File: src/rtl/debug_pkg.sv
// rtl/debug_pkg.sv - shared encodings for the debug dump transmitter
package debug_pkg;

    typedef enum logic [2:0] {
        ST_IDLE  = 3'd0,
        ST_FETCH = 3'd1,
        ST_LOAD  = 3'd2,
        ST_ARM   = 3'd3,
        ST_WAIT  = 3'd4,
        ST_NEXT  = 3'd5,
        ST_DONE  = 3'd6
    } state_t;

    typedef enum logic [1:0] {
        SEC_PC  = 2'd0,
        SEC_REG = 2'd1,
        SEC_MEM = 2'd2
    } section_t;

    localparam int DEFAULT_DATA_WIDTH = 32;
    localparam int DEFAULT_UART_WIDTH = 8;
    localparam int BYTES_PER_WORD     = DEFAULT_DATA_WIDTH / DEFAULT_UART_WIDTH;

    // Number of UART bytes needed to carry one machine word.
    function automatic int bytes_per_word(input int data_width, input int uart_width);
        return data_width / uart_width;
    endfunction

endpackage

File: src/rtl/debug_word_serializer.sv
// rtl/debug_word_serializer.sv - splits one captured word into UART bytes, LSB first
module debug_word_serializer
    import debug_pkg::*;
#(
    parameter int DATA_WIDTH      = 32,
    parameter int DATA_WIDTH_UART = 8
) (
    input  logic                       i_clock,
    input  logic                       i_reset,
    input  logic                       i_load,
    input  logic [DATA_WIDTH-1:0]      i_load_data,
    input  logic                       i_arm,
    input  logic                       i_wait,
    input  logic                       i_tx_available,
    input  logic                       i_tx_done,
    output logic                       o_tx_signal,
    output logic [DATA_WIDTH_UART-1:0] o_tx_byte,
    output logic                       o_fire,
    output logic                       o_byte_sent,
    output logic                       o_word_sent
);

    localparam int BPW = bytes_per_word(DATA_WIDTH, DATA_WIDTH_UART);
    localparam int BCW = (BPW > 1) ? $clog2(BPW) : 1;
    localparam logic [BCW-1:0] LAST_BYTE = BCW'(BPW - 1);

    logic [DATA_WIDTH-1:0] word_reg;
    logic [BCW-1:0]        byte_cnt;
    logic                  last_byte;

    // The UART is only kicked when it reports idle; i_tx_done counts only while waiting on our own byte.
    assign last_byte   = (byte_cnt == LAST_BYTE);
    assign o_fire      = i_arm & i_tx_available;
    assign o_byte_sent = i_wait & i_tx_done;
    assign o_word_sent = o_byte_sent & last_byte;

    // Word capture, byte pointer advance and the registered one-cycle UART start pulse.
    always_ff @(posedge i_clock) begin
        if (i_reset) begin
            word_reg    <= '0;
            byte_cnt    <= '0;
            o_tx_signal <= 1'b0;
            o_tx_byte   <= '0;
        end else begin
            o_tx_signal <= 1'b0;
            if (i_load) begin
                word_reg <= i_load_data;
                byte_cnt <= '0;
            end else if (o_byte_sent) begin
                byte_cnt <= last_byte ? '0 : byte_cnt + 1'b1;
            end
            if (o_fire) begin
                o_tx_signal <= 1'b1;
                o_tx_byte   <= word_reg[byte_cnt*DATA_WIDTH_UART +: DATA_WIDTH_UART];
            end
        end
    end

endmodule

File: src/rtl/debug_dump_tx.sv
// rtl/debug_dump_tx.sv - streams PC, register file and data memory out over the UART on halt
module debug_dump_tx
    import debug_pkg::*;
#(
    parameter int DATA_WIDTH      = 32,
    parameter int DATA_WIDTH_UART = 8,
    parameter int NB_REGS         = 32,
    parameter int NB_MEM          = 32,
    parameter int ADDR_WIDTH      = 5
) (
    input  logic                       i_clock,
    input  logic                       i_reset,
    input  logic                       i_start,
    input  logic [DATA_WIDTH-1:0]      i_pc,
    output logic [ADDR_WIDTH-1:0]      o_reg_addr,
    input  logic [DATA_WIDTH-1:0]      i_reg_data,
    output logic [ADDR_WIDTH-1:0]      o_mem_addr,
    input  logic [DATA_WIDTH-1:0]      i_mem_data,
    input  logic                       i_tx_available,
    input  logic                       i_tx_done,
    output logic                       o_tx_signal,
    output logic [DATA_WIDTH_UART-1:0] o_tx_byte,
    output logic                       o_busy,
    output logic                       o_done
);

    // One extra bit so the compare against the last index never wraps.
    localparam int CW = ADDR_WIDTH + 1;
    localparam logic [CW-1:0] LAST_REG = CW'(NB_REGS - 1);
    localparam logic [CW-1:0] LAST_MEM = CW'(NB_MEM - 1);

    state_t                state;
    section_t              section;
    logic [CW-1:0]         word_cnt;
    logic [CW-1:0]         word_cnt_inc;
    logic                  start_q;
    logic                  start_rise;
    logic                  load_en;
    logic [DATA_WIDTH-1:0] load_data;
    logic                  fire;
    logic                  byte_sent;
    logic                  word_sent;

    assign start_rise   = i_start & ~start_q;
    assign word_cnt_inc = word_cnt + 1'b1;

    // PC is latched on accept; register/memory words are latched in LOAD, one cycle after the address.
    assign load_en   = ((state == ST_IDLE) && start_rise) || (state == ST_LOAD);
    assign load_data = (state == ST_IDLE)    ? i_pc       :
                       (section == SEC_REG)  ? i_reg_data : i_mem_data;

    debug_word_serializer #(
        .DATA_WIDTH      (DATA_WIDTH),
        .DATA_WIDTH_UART (DATA_WIDTH_UART)
    ) u_serializer (
        .i_clock        (i_clock),
        .i_reset        (i_reset),
        .i_load         (load_en),
        .i_load_data    (load_data),
        .i_arm          (state == ST_ARM),
        .i_wait         (state == ST_WAIT),
        .i_tx_available (i_tx_available),
        .i_tx_done      (i_tx_done),
        .o_tx_signal    (o_tx_signal),
        .o_tx_byte      (o_tx_byte),
        .o_fire         (fire),
        .o_byte_sent    (byte_sent),
        .o_word_sent    (word_sent)
    );

    // Section sequencer: PC, then registers, then memory; addresses stay put for the whole word.
    always_ff @(posedge i_clock) begin
        if (i_reset) begin
            state      <= ST_IDLE;
            section    <= SEC_PC;
            word_cnt   <= '0;
            start_q    <= 1'b0;
            o_reg_addr <= '0;
            o_mem_addr <= '0;
            o_busy     <= 1'b0;
            o_done     <= 1'b0;
        end else begin
            start_q <= i_start;
            o_done  <= 1'b0;
            case (state)
                ST_IDLE: begin
                    if (start_rise) begin
                        section  <= SEC_PC;
                        word_cnt <= '0;
                        o_busy   <= 1'b1;
                        state    <= ST_ARM;
                    end
                end
                ST_FETCH: state <= ST_LOAD;
                ST_LOAD:  state <= ST_ARM;
                ST_ARM: begin
                    if (fire) state <= ST_WAIT;
                end
                ST_WAIT: begin
                    if (word_sent)      state <= ST_NEXT;
                    else if (byte_sent) state <= ST_ARM;
                end
                ST_NEXT: begin
                    case (section)
                        SEC_PC: begin
                            section    <= SEC_REG;
                            word_cnt   <= '0;
                            o_reg_addr <= '0;
                            state      <= ST_FETCH;
                        end
                        SEC_REG: begin
                            if (word_cnt < LAST_REG) begin
                                word_cnt   <= word_cnt_inc;
                                o_reg_addr <= word_cnt_inc[ADDR_WIDTH-1:0];
                            end else begin
                                section    <= SEC_MEM;
                                word_cnt   <= '0;
                                o_mem_addr <= '0;
                            end
                            state <= ST_FETCH;
                        end
                        default: begin
                            if (word_cnt < LAST_MEM) begin
                                word_cnt   <= word_cnt_inc;
                                o_mem_addr <= word_cnt_inc[ADDR_WIDTH-1:0];
                                state      <= ST_FETCH;
                            end else begin
                                o_done <= 1'b1;
                                o_busy <= 1'b0;
                                state  <= ST_DONE;
                            end
                        end
                    endcase
                end
                ST_DONE: state <= ST_IDLE;
                default: state <= ST_IDLE;
            endcase
        end
    end

endmodule

File: config.mk
export PLATFORM = sky130hd
export DESIGN_NAME = debug_dump_tx
export DESIGN_NICKNAME = d
export VERILOG_FILES = /design/src/rtl/debug_pkg.sv /design/src/rtl/debug_word_serializer.sv /design/src/rtl/debug_dump_tx.sv
export SDC_FILE = /design/constraint.sdc
export NUM_CORES = 1
export LEC_CHECK = 0
export ABC_CLOCK_PERIOD_IN_PS = 2200
export CORE_MARGIN = 2
export CORE_UTILIZATION = 47
export CTS_BUF_LIST = sky130_fd_sc_hd__clkbuf_8
export DETAILED_ROUTE_END_ITERATION = 12
export GPL_ROUTABILITY_DRIVEN = 0
export PLACE_DENSITY = 0.94
export SLEW_MARGIN = 25
export SYNTH_ARGS = -nofsm -noshare
export SYNTH_HDL_FRONTEND = slang
export SYNTH_HIERARCHICAL = 1
export SYNTH_SLANG_ARGS = --single-unit
File: constraint.sdc
create_clock -name i_clock -period 2.2 [get_ports i_clock]
set_clock_uncertainty 0.1 [all_clocks]
set_input_delay 0.22 -clock i_clock [delete_from_list [all_inputs] [get_ports i_clock]]
set_output_delay 0.22 -clock i_clock [all_outputs]
set_load 0.02 [all_outputs]
Word level (Yosys, flattened, before mapping)

Index checks and enable logic that the tools add are counted.

Latch bits: 0
Bits in registers: 67
RAM bits: 0
ROM bits: 0
Memories: 0

Add/subtract/negate cells: 2
Multiplexer cells: 29
$lt $le $gt $ge: 1
Eq/ne operators: 17
Bitwise operators: 7
Reduce and logical (&&, ||, !) cells: 16
Multiply operators: 0
Divide/modulo/power cells: 0
Shifts and indexed selects: 1

Operator list:

| kind                                                | count |
|---|---|
| two-way mux 32 bit                                  | 2 |
| indexed part select 32 x 6 -> 8 bit                 | 1 |
| case mux 6 bit (2 select lines)                     | 2 |
| case mux 5 bit (2 select lines)                     | 2 |
| two-way mux 3 bit                                   | 6 |
| two-way mux 6 bit                                   | 3 |
| case mux 3 bit (6 select lines)                     | 1 |
| AND reduction 4 bit                                 | 3 |
| two-way mux 5 bit                                   | 2 |
| inequality test 2 bit, second input constant        | 5 |
| inequality test 3 bit, second input constant        | 3 |
| AND reduction 3 bit                                 | 3 |
| case mux 2 bit (2 select lines)                     | 2 |
| adder 6 x 1 -> 6 bit, second input constant         | 1 |
| equality test 3 x 2 -> 1 bit, second input constant | 2 |
| equality test 3 bit, second input constant          | 2 |
| < comparator 6 x 5 -> 1 bit, second input constant  | 1 |
| two-way mux 2 bit                                   | 3 |
| nonzero test 2 bit                                  | 3 |
| two-way mux 1 bit                                   | 5 |
| AND 1 bit                                           | 4 |
| inequality test 4 bit, second input constant        | 1 |
| OR reduction 2 bit                                  | 2 |
| OR reduction 4 bit                                  | 1 |
| other kinds (11)                                    | 13 |

Longest topological paths before layout

Word-level depth: 5
Mapped depth: 10

Modules after synthesis

The synthesis kept the hierarchy.

Modules (own cells, without submodules):

| module                | sequential area each (µm²) | cells each | area each (µm²) | instances |
|---|---|---|---|---|
| debug_dump_tx         | 480.5                      | 234        | 1841.8          | 1 |
| debug_word_serializer | 860.8                      | 164        | 1734.2          | 1 |

Worst setup path after synthesis

OpenSTA, ideal clock, no wires.

Path type: register -> register
From: register state[2]
To: register u_serializer.word_reg[0]
Path buffers: 3
Data arrival time: 1.664 ns
Setup slack: 0.308 ns
Cell stages (with the launch flop): 9
Setup time: 0.128 ns
Cells stage by stage: dfxtp_1 > buf_4 > or3_1 > a21o_1 > nor3b_1 > buf_2 > buf_4 > mux2i_1 > nor2_1

Longest elaborated chain between the ends: 3
Elaborated cells between the ends (all ways): 5

Ends and longest elaborated chain:

| element                | line                        | text |
|---|---|---|
| start, declared        | debug_dump_tx.sv:32         | `state_t state;` |
| start signal, assigned | debug_dump_tx.sv:74         | `state <= ST_IDLE;` |
| start signal, assigned | debug_dump_tx.sv:91         | `state <= ST_ARM;` |
| start signal, assigned | debug_dump_tx.sv:94         | `ST_FETCH: state <= ST_LOAD;` |
| logical NOT 3 bit      | debug_dump_tx.sv:48         | `assign load_en = ((state == ST_IDLE) && start_rise) \|\| (state == ST_LOAD);` |
| logical AND 1 bit      | debug_dump_tx.sv:48         |  |
| logical OR 1 bit *     | debug_dump_tx.sv:48         |  |
| named net load_en      | debug_dump_tx.sv:38         | `logic load_en;` |
| end signal, assigned   | debug_word_serializer.sv:47 | `word_reg <= i_load_data;` |
| end, declared          | debug_word_serializer.sv:27 | `logic [DATA_WIDTH-1:0] word_reg;` |

Mark *: on every way through the listed nets, which the timed path passes. The rest lies on a longest branch.
A chain may end at the register's enable or synchronous reset.

Final worst setup path

From: register state[1]
To: register u_serializer.word_reg[14]

Same word-level chain as after synthesis.

==> flow_summary.json <==
{
  "run_status": "finished clean",
  "multiInputGateArea_um2": 2030,
  "hold_violations": 0,
  "drt_iter0_markers": 180,
  "fin_setup_tns_ps": 0,
  "slowest_stage": "or3_2",
  "relSlewSlack": 0.639,
  "rr_startpoint": "state[1]$_SDFFE_PP0P_",
  "path_buf_inv": 1,
  "synth_edf_count": 0,
  "maxCapViolations": 0,
  "grt_setup_unrepaired": "no",
  "required_ps": 2320,
  "die_w_um": 91.2,
  "synth_nets": 501,
  "hp-class": "in2reg",
  "cts_made_buffers": 9,
  "critPathTopFamily": "simple AND/OR/NAND/NOR gates",
  "post_cts_resized": 0,
  "worstPathArrival_ps": 2180,
  "cts_htree_levels": 3,
  "syn_area_um2": 3580,
  "die_area_um2": 8320,
  "portBuffers": 121,
  "nets": 614,
  "num_vias": 3365,
  "cts_root_buffer": "clkbuf_8",
  "drc": 0,
  "synth_cells": 398,
  "grt_pass1_vias": 3441,
  "crit_path_start": "state[1]$_SDFFE_PP0P_",
  "fin_crit_ps": 2060,
  "regArea_um2": 1340,
  "path_max_fanout": 34,
  "insertion_delay_ps": 340,
  "track_usage": 0.237,
  "cts_setup_buffers": 0,
  "crit_path_cell_trace": "or3_2, a21o_1, nor3b_2, buf_12, mux2i_1, nor2_1",
  "cts_buffer_depth": 2,
  "finalPower_w": 0.00393,
  "postRouteAntennaNets": 0,
  "n_fill_cell": 573,
  "fmax_ghz": 0.485,
  "synth.yosys.seq_area_share": 0.375,
  "dp_hpwl_um": 7100,
  "crit_type": "reg2reg",
  "grt_max_degree": 65,
  "endpoint_kind": "flop",
  "cts_tree": "built",
  "async_flop_share": 0,
  "endpoint": "u_serializer/word_reg[14]$_SDFFE_PP0P_",
  "largest_reg_flops": 32,
  "n_antenna_cell": 0,
  "cts_sinks": 67,
  "synthFlopType": "dfxtp_1",
  "mostFrequentLayoutCell": "clkdlybuf4s50_1",
  "vias_per_cell": 5.48,
  "path_clk_slew_ps": 70,
  "p_leak_nw": 2.18,
  "finalSetupViolations": 0,
  "dp_slack_ps": 129,
  "core_area_um2": 7290,
  "crit_path_start_kind": "flop",
  "r2r_setup_slack_ps": 140,
  "dieHeight_um": 91.2,
  "drive_gt1_frac": 0.0971,
  "powerDensity_nw_per_um2": 778,
  "most-common-layout-cells": "120 x clkdlybuf4s50_1, 74 x nor2_1, 68 x mux2i_1, 67 x dfxtp_1, 47 x a21oi_1",
  "yosysWarnings": 6,
  "synth.avg_cell_area_um2": 8.98,
  "rows": 31,
  "maxSlewViolCount": 0,
  "critPathMaxStageDelay_ps": 530,
  "cts_hold_buf": 0,
  "io_pins": 122,
  "fin_ws_ps": 140,
  "synth_seq_cells": 67,
  "overflow": 0,
  "ys_types": 50,
  "max-vdd-ir-drop_mv": 0.384,
  "worstSetupPathDepth": 6,
  "r2r_end": "u_serializer/word_reg[14]$_SDFFE_PP0P_",
  "antenna_found_initial": 0,
  "drt_pass1_iterations": 4,
  "grt_pass1_wl_um": 15700,
  "worst_pin_slew_ps": 537,
  "routed_wl_um": 9490,
  "wl_per_cell_um": 15.5,
  "rr_worst_depth": 6,
  "area_growth_syn_to_layout_pct": 41.3,
  "start_util": 0.490,
  "fin_util": 0.693,
  "fin_crit_sh": 0.936
}
-- kinds of logic after synthesis --
kind of cell             share of synthesized area
buffers and inverters                       0.0588
AND/OR/NAND/NOR                              0.174
adder cells (fa/ha/maj)                    0.00700
AO/OA/AOI/OAI                                0.137
flip-flops                                   0.375
multiplexers                                 0.244
XOR/XNOR                                   0.00490
-- per-stage QoR --
stage / std cells / hold WS [ps] / cell area [um^2]
4_1_cts: 614 / 153 / 5050
2_1_floorplan: 398 / 248 / 3580
3_5_place_dp: 599 / 352 / 4860
6_report: 614 / 168 / 5050
5_1_grt: 614 / 168 / 5050
3_3_place_gp: 599 / 345 / 4860
-- worst reg2reg max path, cell delays in order, from the launching register on --
cell and delay (ps):
dfxtp_1 400, or3_2 530, a21o_1 220, nor3b_2 180, buf_12 200, mux2i_1 230
nor2_1 80
-- layout make-up --
| type | count | share of cell area |
|---|---|---|
| well taps | 99 | 0.0245 |
| repair buffers | 133 | 0.264 |
| clock inverters | 4 | 0.00842 |
| multi-input cells | 293 | 0.402 |
| clock buffers | 11 | 0.0300 |
| inverters | 7 | 0.00520 |
| flip-flops and latches | 67 | 0.265 |
-- synth_stat cells (3+ instances only) --
| cell type | number | share of area |
|---|---|---|
| buf_2 | 8 | 0.011 |
| nand3_1 | 12 | 0.017 |
| mux4_2 | 8 | 0.050 |
| a211oi_1 | 3 | 0.0063 |
| inv_1 | 7 | 0.0073 |
| dfxtp_1 | 67 | 0.38 |
| nor2_1 | 74 | 0.078 |
| clkbuf_1 | 12 | 0.013 |
| mux2i_1 | 68 | 0.19 |
| a21oi_1 | 47 | 0.066 |
| nand2_1 | 17 | 0.018 |
| buf_4 | 5 | 0.010 |
| nand2b_1 | 3 | 0.0052 |
| nor3_1 | 7 | 0.0098 |
| nor4_1 | 3 | 0.0052 |
| nor2b_1 | 4 | 0.0070 |
| a31oi_1 | 3 | 0.0052 |
| o21ai_0 | 5 | 0.0070 |
| a22o_1 | 7 | 0.017 |
| clkbuf_8 | 3 | 0.012 |
-- where the power goes --
group	total (W)	switching (W)	internal, W	leakage, nW
clock network	0.000999	0.000430	0.000569	0.108
logic	0.00138	0.000681	0.000704	1.53
registers	0.00155	0.000140	0.00141	0.548
total	0.00393	0.00125	0.00268	2.18
-- routing by layer --
layer,global-route usage,vias up,part of all wire
met4,0.0758,0,0.020
met5,0,-,0
li1,-,1642,-
met3,0.0705,14,0.068
met1,0.251,1570,0.37
met2,0.445,139,0.54
-- how the worst min path moves through the flow --
stage / from / endpoint / slack (ps) / cells after the start
floorplan: i_start / start_q$_SDFF_PP0_ / 250 / 1
global placement: u_serializer/o_tx_byte[3]$_SDFFE_PP0P_ / u_serializer/o_tx_byte[3]$_SDFFE_PP0P_ / 340 / 2
detailed placement: u_serializer/o_tx_byte[6]$_SDFFE_PP0P_ / u_serializer/o_tx_byte[6]$_SDFFE_PP0P_ / 350 / 2
CTS: i_reset / o_mem_addr[0]$_SDFFE_PP0P_ / 150 / 2
global route: i_reset / o_mem_addr[0]$_SDFFE_PP0P_ / 170 / 2
finish: i_reset / o_mem_addr[1]$_SDFFE_PP0P_ / 170 / 2
No activity file was read; power rests on OpenSTA's default activity.
